[config.mk]
export PLATFORM = sky130hd
export DESIGN_NAME = gpio_input_ctrl
export DESIGN_NICKNAME = d
export VERILOG_FILES = /design/src/rtl/gpio_pkg.sv /design/src/rtl/gpio_debounce_bit.sv /design/src/rtl/gpio_input_ctrl.sv
export SDC_FILE = /design/constraint.sdc
export NUM_CORES = 1
export LEC_CHECK = 0
export ABC_AREA = 1
export BUFFER_PORTS_ARGS = -buffer_cell sky130_fd_sc_hd__buf_4
export CORE_MARGIN = 2
export CORE_UTILIZATION = 40
export CTS_CLUSTER_DIAMETER = 100
export DETAILED_ROUTE_END_ITERATION = 7
export SYNTH_ARGS = -nofsm -noshare
export SYNTH_HDL_FRONTEND = slang
export SYNTH_SLANG_ARGS = --single-unit
[constraint.sdc]
create_clock -name clk_i -period 2.95 [get_ports clk_i]
set_clock_uncertainty 0.1 [all_clocks]
set_input_delay 0.295 -clock clk_i [delete_from_list [all_inputs] [get_ports clk_i]]
set_output_delay 0.295 -clock clk_i [all_outputs]
set_load 0.005 [all_outputs]
[src/rtl/gpio_pkg.sv]
// gpio_pkg: definitions shared by the GPIO input path.
//   GPIO_WIDTH              - default number of GPIO bits
//   gpio_data_t             - one full GPIO pin vector
//   DEFAULT_DEBOUNCE_CYCLES - default number of stable cycles needed to accept a new level
package gpio_pkg;

  localparam int GPIO_WIDTH              = 32;
  localparam int DEFAULT_DEBOUNCE_CYCLES = 4;

  typedef logic [GPIO_WIDTH-1:0] gpio_data_t;

endpackage : gpio_pkg

[src/rtl/gpio_debounce_bit.sv]
// gpio_debounce_bit: receive path for a single GPIO pin.
//   Two-flop synchronizer, optional debounce counter, stable level flop and
//   one-cycle rise/fall pulses. The pulses are registered so that they appear
//   in the same cycle that stable_o first shows the new level.
// Ports:
//   clk_i         system clock, rising edge
//   rst_i         synchronous active-high reset
//   pin_i         raw asynchronous pin
//   debounce_en_i 1 = require DEBOUNCE_CYCLES consecutive mismatches, 0 = bypass
//   stable_o      synchronized (and debounced) level
//   rise_o        one-cycle pulse when stable_o goes 0 -> 1
//   fall_o        one-cycle pulse when stable_o goes 1 -> 0
module gpio_debounce_bit
  import gpio_pkg::*;
#(
  parameter int DEBOUNCE_CYCLES = DEFAULT_DEBOUNCE_CYCLES
) (
  input  logic clk_i,
  input  logic rst_i,
  input  logic pin_i,
  input  logic debounce_en_i,
  output logic stable_o,
  output logic rise_o,
  output logic fall_o
);

  localparam int               CNT_W   = $clog2(DEBOUNCE_CYCLES + 1);
  localparam logic [CNT_W-1:0] CNT_MAX = CNT_W'(DEBOUNCE_CYCLES - 1);
  localparam logic [CNT_W-1:0] CNT_ONE = CNT_W'(1);
  localparam logic [CNT_W-1:0] CNT_ZERO = CNT_W'(0);

  logic             sync1_r;
  logic             sync2_r;
  logic             stable_r;
  logic [CNT_W-1:0] cnt_r;
  logic             rise_r;
  logic             fall_r;

  logic             stable_next_s;
  logic [CNT_W-1:0] cnt_next_s;
  logic             mismatch_s;

  // Next stable level and debounce count from the synchronized pin.
  always_comb begin
    stable_next_s = stable_r;
    cnt_next_s    = CNT_ZERO;
    mismatch_s    = sync2_r ^ stable_r;
    if (debounce_en_i) begin
      if (mismatch_s) begin
        // The accepting mismatch is the DEBOUNCE_CYCLES-th in a row.
        if (cnt_r == CNT_MAX) begin
          stable_next_s = sync2_r;
          cnt_next_s    = CNT_ZERO;
        end else begin
          stable_next_s = stable_r;
          cnt_next_s    = cnt_r + CNT_ONE;
        end
      end else begin
        // Any agreeing cycle restarts the count, so short glitches are dropped.
        stable_next_s = stable_r;
        cnt_next_s    = CNT_ZERO;
      end
    end else begin
      stable_next_s = sync2_r;
      cnt_next_s    = CNT_ZERO;
    end
  end

  // Synchronizer, counter, stable level and edge pulse registers.
  always_ff @(posedge clk_i) begin
    if (rst_i) begin
      sync1_r  <= 1'b0;
      sync2_r  <= 1'b0;
      stable_r <= 1'b0;
      cnt_r    <= CNT_ZERO;
      rise_r   <= 1'b0;
      fall_r   <= 1'b0;
    end else begin
      sync1_r  <= pin_i;
      sync2_r  <= sync1_r;
      stable_r <= stable_next_s;
      cnt_r    <= cnt_next_s;
      rise_r   <= stable_next_s & ~stable_r;
      fall_r   <= ~stable_next_s & stable_r;
    end
  end

  assign stable_o = stable_r;
  assign rise_o   = rise_r;
  assign fall_o   = fall_r;

endmodule : gpio_debounce_bit

[src/rtl/gpio_input_ctrl.sv]
// gpio_input_ctrl: receiving stage for the GPIO pin bus.
//   Every bit is synchronized, optionally debounced and edge-detected by its
//   own gpio_debounce_bit. Enabled edges set a sticky per-bit status that is
//   cleared by write-1-to-clear pulses; irq_o is the OR of that status.
// Ports:
//   clk_i          system clock, rising edge
//   rst_i          synchronous active-high reset
//   gpio_i         raw asynchronous pin values
//   debounce_en_i  1 = debounce, 0 = bypass
//   rise_en_i      per-bit rising-edge interrupt enable
//   fall_en_i      per-bit falling-edge interrupt enable
//   irq_clr_i      per-bit write-1-to-clear for irq_status_o
//   gpio_o         stable pin values
//   rise_o         per-bit one-cycle rising-edge pulse
//   fall_o         per-bit one-cycle falling-edge pulse
//   irq_status_o   sticky edge-event status
//   irq_o          OR of irq_status_o
module gpio_input_ctrl
  import gpio_pkg::*;
#(
  parameter int WIDTH           = GPIO_WIDTH,
  parameter int DEBOUNCE_CYCLES = DEFAULT_DEBOUNCE_CYCLES
) (
  input  logic             clk_i,
  input  logic             rst_i,
  input  logic [WIDTH-1:0] gpio_i,
  input  logic             debounce_en_i,
  input  logic [WIDTH-1:0] rise_en_i,
  input  logic [WIDTH-1:0] fall_en_i,
  input  logic [WIDTH-1:0] irq_clr_i,
  output logic [WIDTH-1:0] gpio_o,
  output logic [WIDTH-1:0] rise_o,
  output logic [WIDTH-1:0] fall_o,
  output logic [WIDTH-1:0] irq_status_o,
  output logic             irq_o
);

  if (DEBOUNCE_CYCLES < 1) begin : g_param_err
    $error("gpio_input_ctrl: DEBOUNCE_CYCLES must be at least 1");
  end

  logic [WIDTH-1:0] stable_s;
  logic [WIDTH-1:0] rise_s;
  logic [WIDTH-1:0] fall_s;
  logic [WIDTH-1:0] set_s;
  logic [WIDTH-1:0] status_r;

  for (genvar i = 0; i < WIDTH; i++) begin : g_bit
    gpio_debounce_bit #(
      .DEBOUNCE_CYCLES (DEBOUNCE_CYCLES)
    ) u_bit (
      .clk_i         (clk_i),
      .rst_i         (rst_i),
      .pin_i         (gpio_i[i]),
      .debounce_en_i (debounce_en_i),
      .stable_o      (stable_s[i]),
      .rise_o        (rise_s[i]),
      .fall_o        (fall_s[i])
    );
  end

  // Enabled edge events that set status this cycle.
  always_comb begin
    set_s = (rise_s & rise_en_i) | (fall_s & fall_en_i);
  end

  // Sticky status: clear first, then OR in new events so a colliding set wins.
  always_ff @(posedge clk_i) begin
    if (rst_i) begin
      status_r <= '0;
    end else begin
      status_r <= (status_r & ~irq_clr_i) | set_s;
    end
  end

  assign gpio_o       = stable_s;
  assign rise_o       = rise_s;
  assign fall_o       = fall_s;
  assign irq_status_o = status_r;
  // Reduction of a register only, so the line cannot glitch.
  assign irq_o        = |status_r;

endmodule : gpio_input_ctrl

==> results_dict.tcl <==
set metrics [dict create \
    outcome "finished clean" \
    crit_type "reg -> out" \
    reg2reg_depth 6 \
    ios 260 \
    post_cts_resized 0 \
    start_util 0.4077 \
    hold_depth 3 \
    synth-edff-count 0 \
    min_from "debounce_en_i" \
    powerDensity_nw_per_um2 596.0 \
    n_antenna_cell 0 \
    regArea_sq_um 5766 \
    cts_root_buf "clkbuf_16" \
    r2r-end "irq_status_o[15]$_SDFF_PP0_" \
    p_leak_nw 7.311 \
    period_share 0.7452 \
    ant_nets 0 \
    synthFlopType "dfxtp_1" \
    hold_path.class "in -> reg" \
    grt_pass1_wl_microns 38500 \
    dp_hpwl_microns 16130 \
    multi_input_area_sq_um 3759 \
    arrival_ps 1800 \
    worst_pin_slew_ps 922.4 \
    slew_headroom 0.3850 \
    finalSetupTns_ps 0 \
    area_growth_pct 32.11 \
    die_h_microns 172.7 \
    ys_seq_area_frac 0.5063 \
    synth_nets 1495 \
    drive_above_1_share 0.2258 \
    die_w_microns 172.7 \
    synth_top_area_frac 0.5063 \
    num_vias 8464 \
    die_area_sq_um 29840 \
    slew_viol_final 0 \
    place_congestion 0.8591 \
    cts_tree "built" \
    synth-seq-cells 288 \
    clk_path_buf_depth 3 \
    grt_antenna_before_repair 0 \
    yosysTopAreaCell "dfxtp_1" \
    fin_crit_ps 2198 \
    fmax_mhz 454.9 \
    final_cell_area_sq_um 15050 \
    avgSynthCellArea_sq_um 8.760 \
    syn-instance-count 1300 \
    fill_cells 2549 \
    total_power_mw 8.968 \
    netlist_area_sq_um 11390 \
    clock_sinks 288 \
    irDropWorstVdd_mv 0.3656 \
    cp_max_fo 2 \
    core_sq_um 27930 \
    ys_types 31 \
    worstSetupEndpointType "primary output" \
    maxCapViolCount 0 \
    overflow 0 \
    cts_buffers 30 \
    rows 61 \
    grt_pass1_vias 8108 \
    final_nets 1764 \
    track_usage 0.1544 \
    hold_path_end "g_bit[13].u_bit.stable_o$_SDFF_PP0_" \
    critPathRequiredTime_ps 2560 \
    vias_per_cell 4.301 \
    drt_wl_total_microns 23640 \
    route.detailed.drc 0 \
    place_ws_ps 1214 \
    layout_setup_ws_ps 751.6 \
    htreeDepth 1 \
    yosysWarnings 0 \
    async_reset_ff_frac 0 \
    most-common-layout-cells "288 x dfxtp_1, 262 x buf_4, 253 x inv_1" \
    first_pass_iters 4 \
    whs_ps 181.5 \
    layout_commonest_cell "dfxtp_1" \
    hold_viol_final 0 \
    setup_violations 0 \
    io_buffers 259 \
    synth_area_leaders "dfxtp_1 51%, inv_1 8.3%, ha_1 7.0%, nor2_1 7.0%, buf_4 6.4%" \
    grt_max_degree 82 \
    reg2reg_from "irq_status_o[15]$_SDFF_PP0_" \
    wl_per_cell_microns 12.01 \
    clk_latency_ps 540 \
    rsz0062_at_grt "no" \
    drt-initial-drc-count 335 \
    start_kind "flop" \
    clkTransAtPathRegs_ps 60 \
    place_area_sq_um 12950 \
    rrSetupSlack_ps 970 \
]
## worst max-delay path, cell delays in order (launching register included)
cell     delay, ps
dfxtp_1        340
inv_1           80
nand2_1         60
nor2_1         380
nand2_1        100
nor2_1         110
nand2_1         60
buf_4          140
## layout make-up
| cell class | instances | area share |
|---|---|---|
| Inverter | 255 | 0.06412 |
| Tap cell | 378 | 0.03143 |
| Sequential cell | 288 | 0.3832 |
| Clock buffer | 39 | 0.05688 |
| Timing Repair Buffer | 360 | 0.1966 |
| Clock inverter | 14 | 0.01796 |
| Multi-Input combinational cell | 634 | 0.2498 |
## synthesized netlist by cell type (2+ instances only)
cell,count
ha_1,64
nor2_8,13
nand2_1,105
nor2_1,213
inv_1,253
nor4_1,22
nand4_1,23
buf_1,2
xor2_1,23
a21oi_1,63
nand3_2,16
and3_1,9
buf_4,97
nand3_1,17
or2_2,9
o21ai_0,15
a31oi_1,16
nor2_4,6
o21ai_1,16
buf_12,2
buf_2,19
dfxtp_1,288
## where the power goes
part / internal, mW / total (mW) / switching, mW
clock: 2.72 / 4.20 / 1.48
sequential: 4.01 / 4.09 / 0.0812
combinational: 0.364 / 0.675 / 0.310
total: 7.09 / 8.97 / 1.87
## metrics by stage
stage | utilization | instances
2_1_floorplan | - | 1300
6_report | 0.5386 | 1968
3_5_place_dp | 0.4635 | 1818
5_1_grt | 0.5386 | 1968
3_3_place_gp | 0.4635 | 1818
4_1_cts | 0.5386 | 1968
## worst max-delay path by stage
stage	start	to	slack, ps
2_1_floorplan	g_bit[23].u_bit.cnt_r[0]$_SDFF_PP0_	g_bit[23].u_bit.cnt_r[0]$_SDFF_PP0_	1700
3_3_place_gp	rst_i	g_bit[24].u_bit.cnt_r[2]$_SDFF_PP0_	1220
3_5_place_dp	rst_i	g_bit[25].u_bit.cnt_r[1]$_SDFF_PP0_	1210
4_1_cts	irq_status_o[25]$_SDFF_PP0_	irq_o	740
5_1_grt	irq_status_o[25]$_SDFF_PP0_	irq_o	630
6_report	irq_status_o[25]$_SDFF_PP0_	irq_o	750
## kinds of logic (layout without fill, tap and decap cells)
group / count (synthesis) / after routing / synth area share
XOR/XNOR: 23 / 23 / 0.01769
AND/OR/NAND/NOR: 436 / 436 / 0.1913
AO/OA/AOI/OAI: 111 / 111 / 0.05076
buffers and inverters: 378 / 668 / 0.1637
flip-flops: 288 / 288 / 0.5063
adder cells (fa/ha/maj): 64 / 64 / 0.07031
## sequential cells by signal (all words and copies together), names as in the netlist
| register | cells |
|---|---|
| g_bit.u_bit.sync1_r | 32 |
| g_bit.u_bit.cnt_r | 96 |
| g_bit.u_bit.fall_o | 32 |
| g_bit.u_bit.rise_o | 32 |
| g_bit.u_bit.sync2_r | 32 |
| g_bit.u_bit.stable_o | 32 |
| irq_status_o | 32 |
## routing by layer
metal	wire length [microns]	global-route usage	share of wire
met1	10660	0.1910	0.45
met2	10990	0.2707	0.46
met3	1562	0.03694	0.066
met4	434	0.03778	0.018
met5	0	0	0
## repair_timing
| item | in CTS | in global routing |
|---|---|---|
| hold buffers | 97 | 0 |
| buffers inserted | 0 | 0 |
| endpoints found under the hold margin | 64 | 0 |
(Power assumes the default switching activity.)
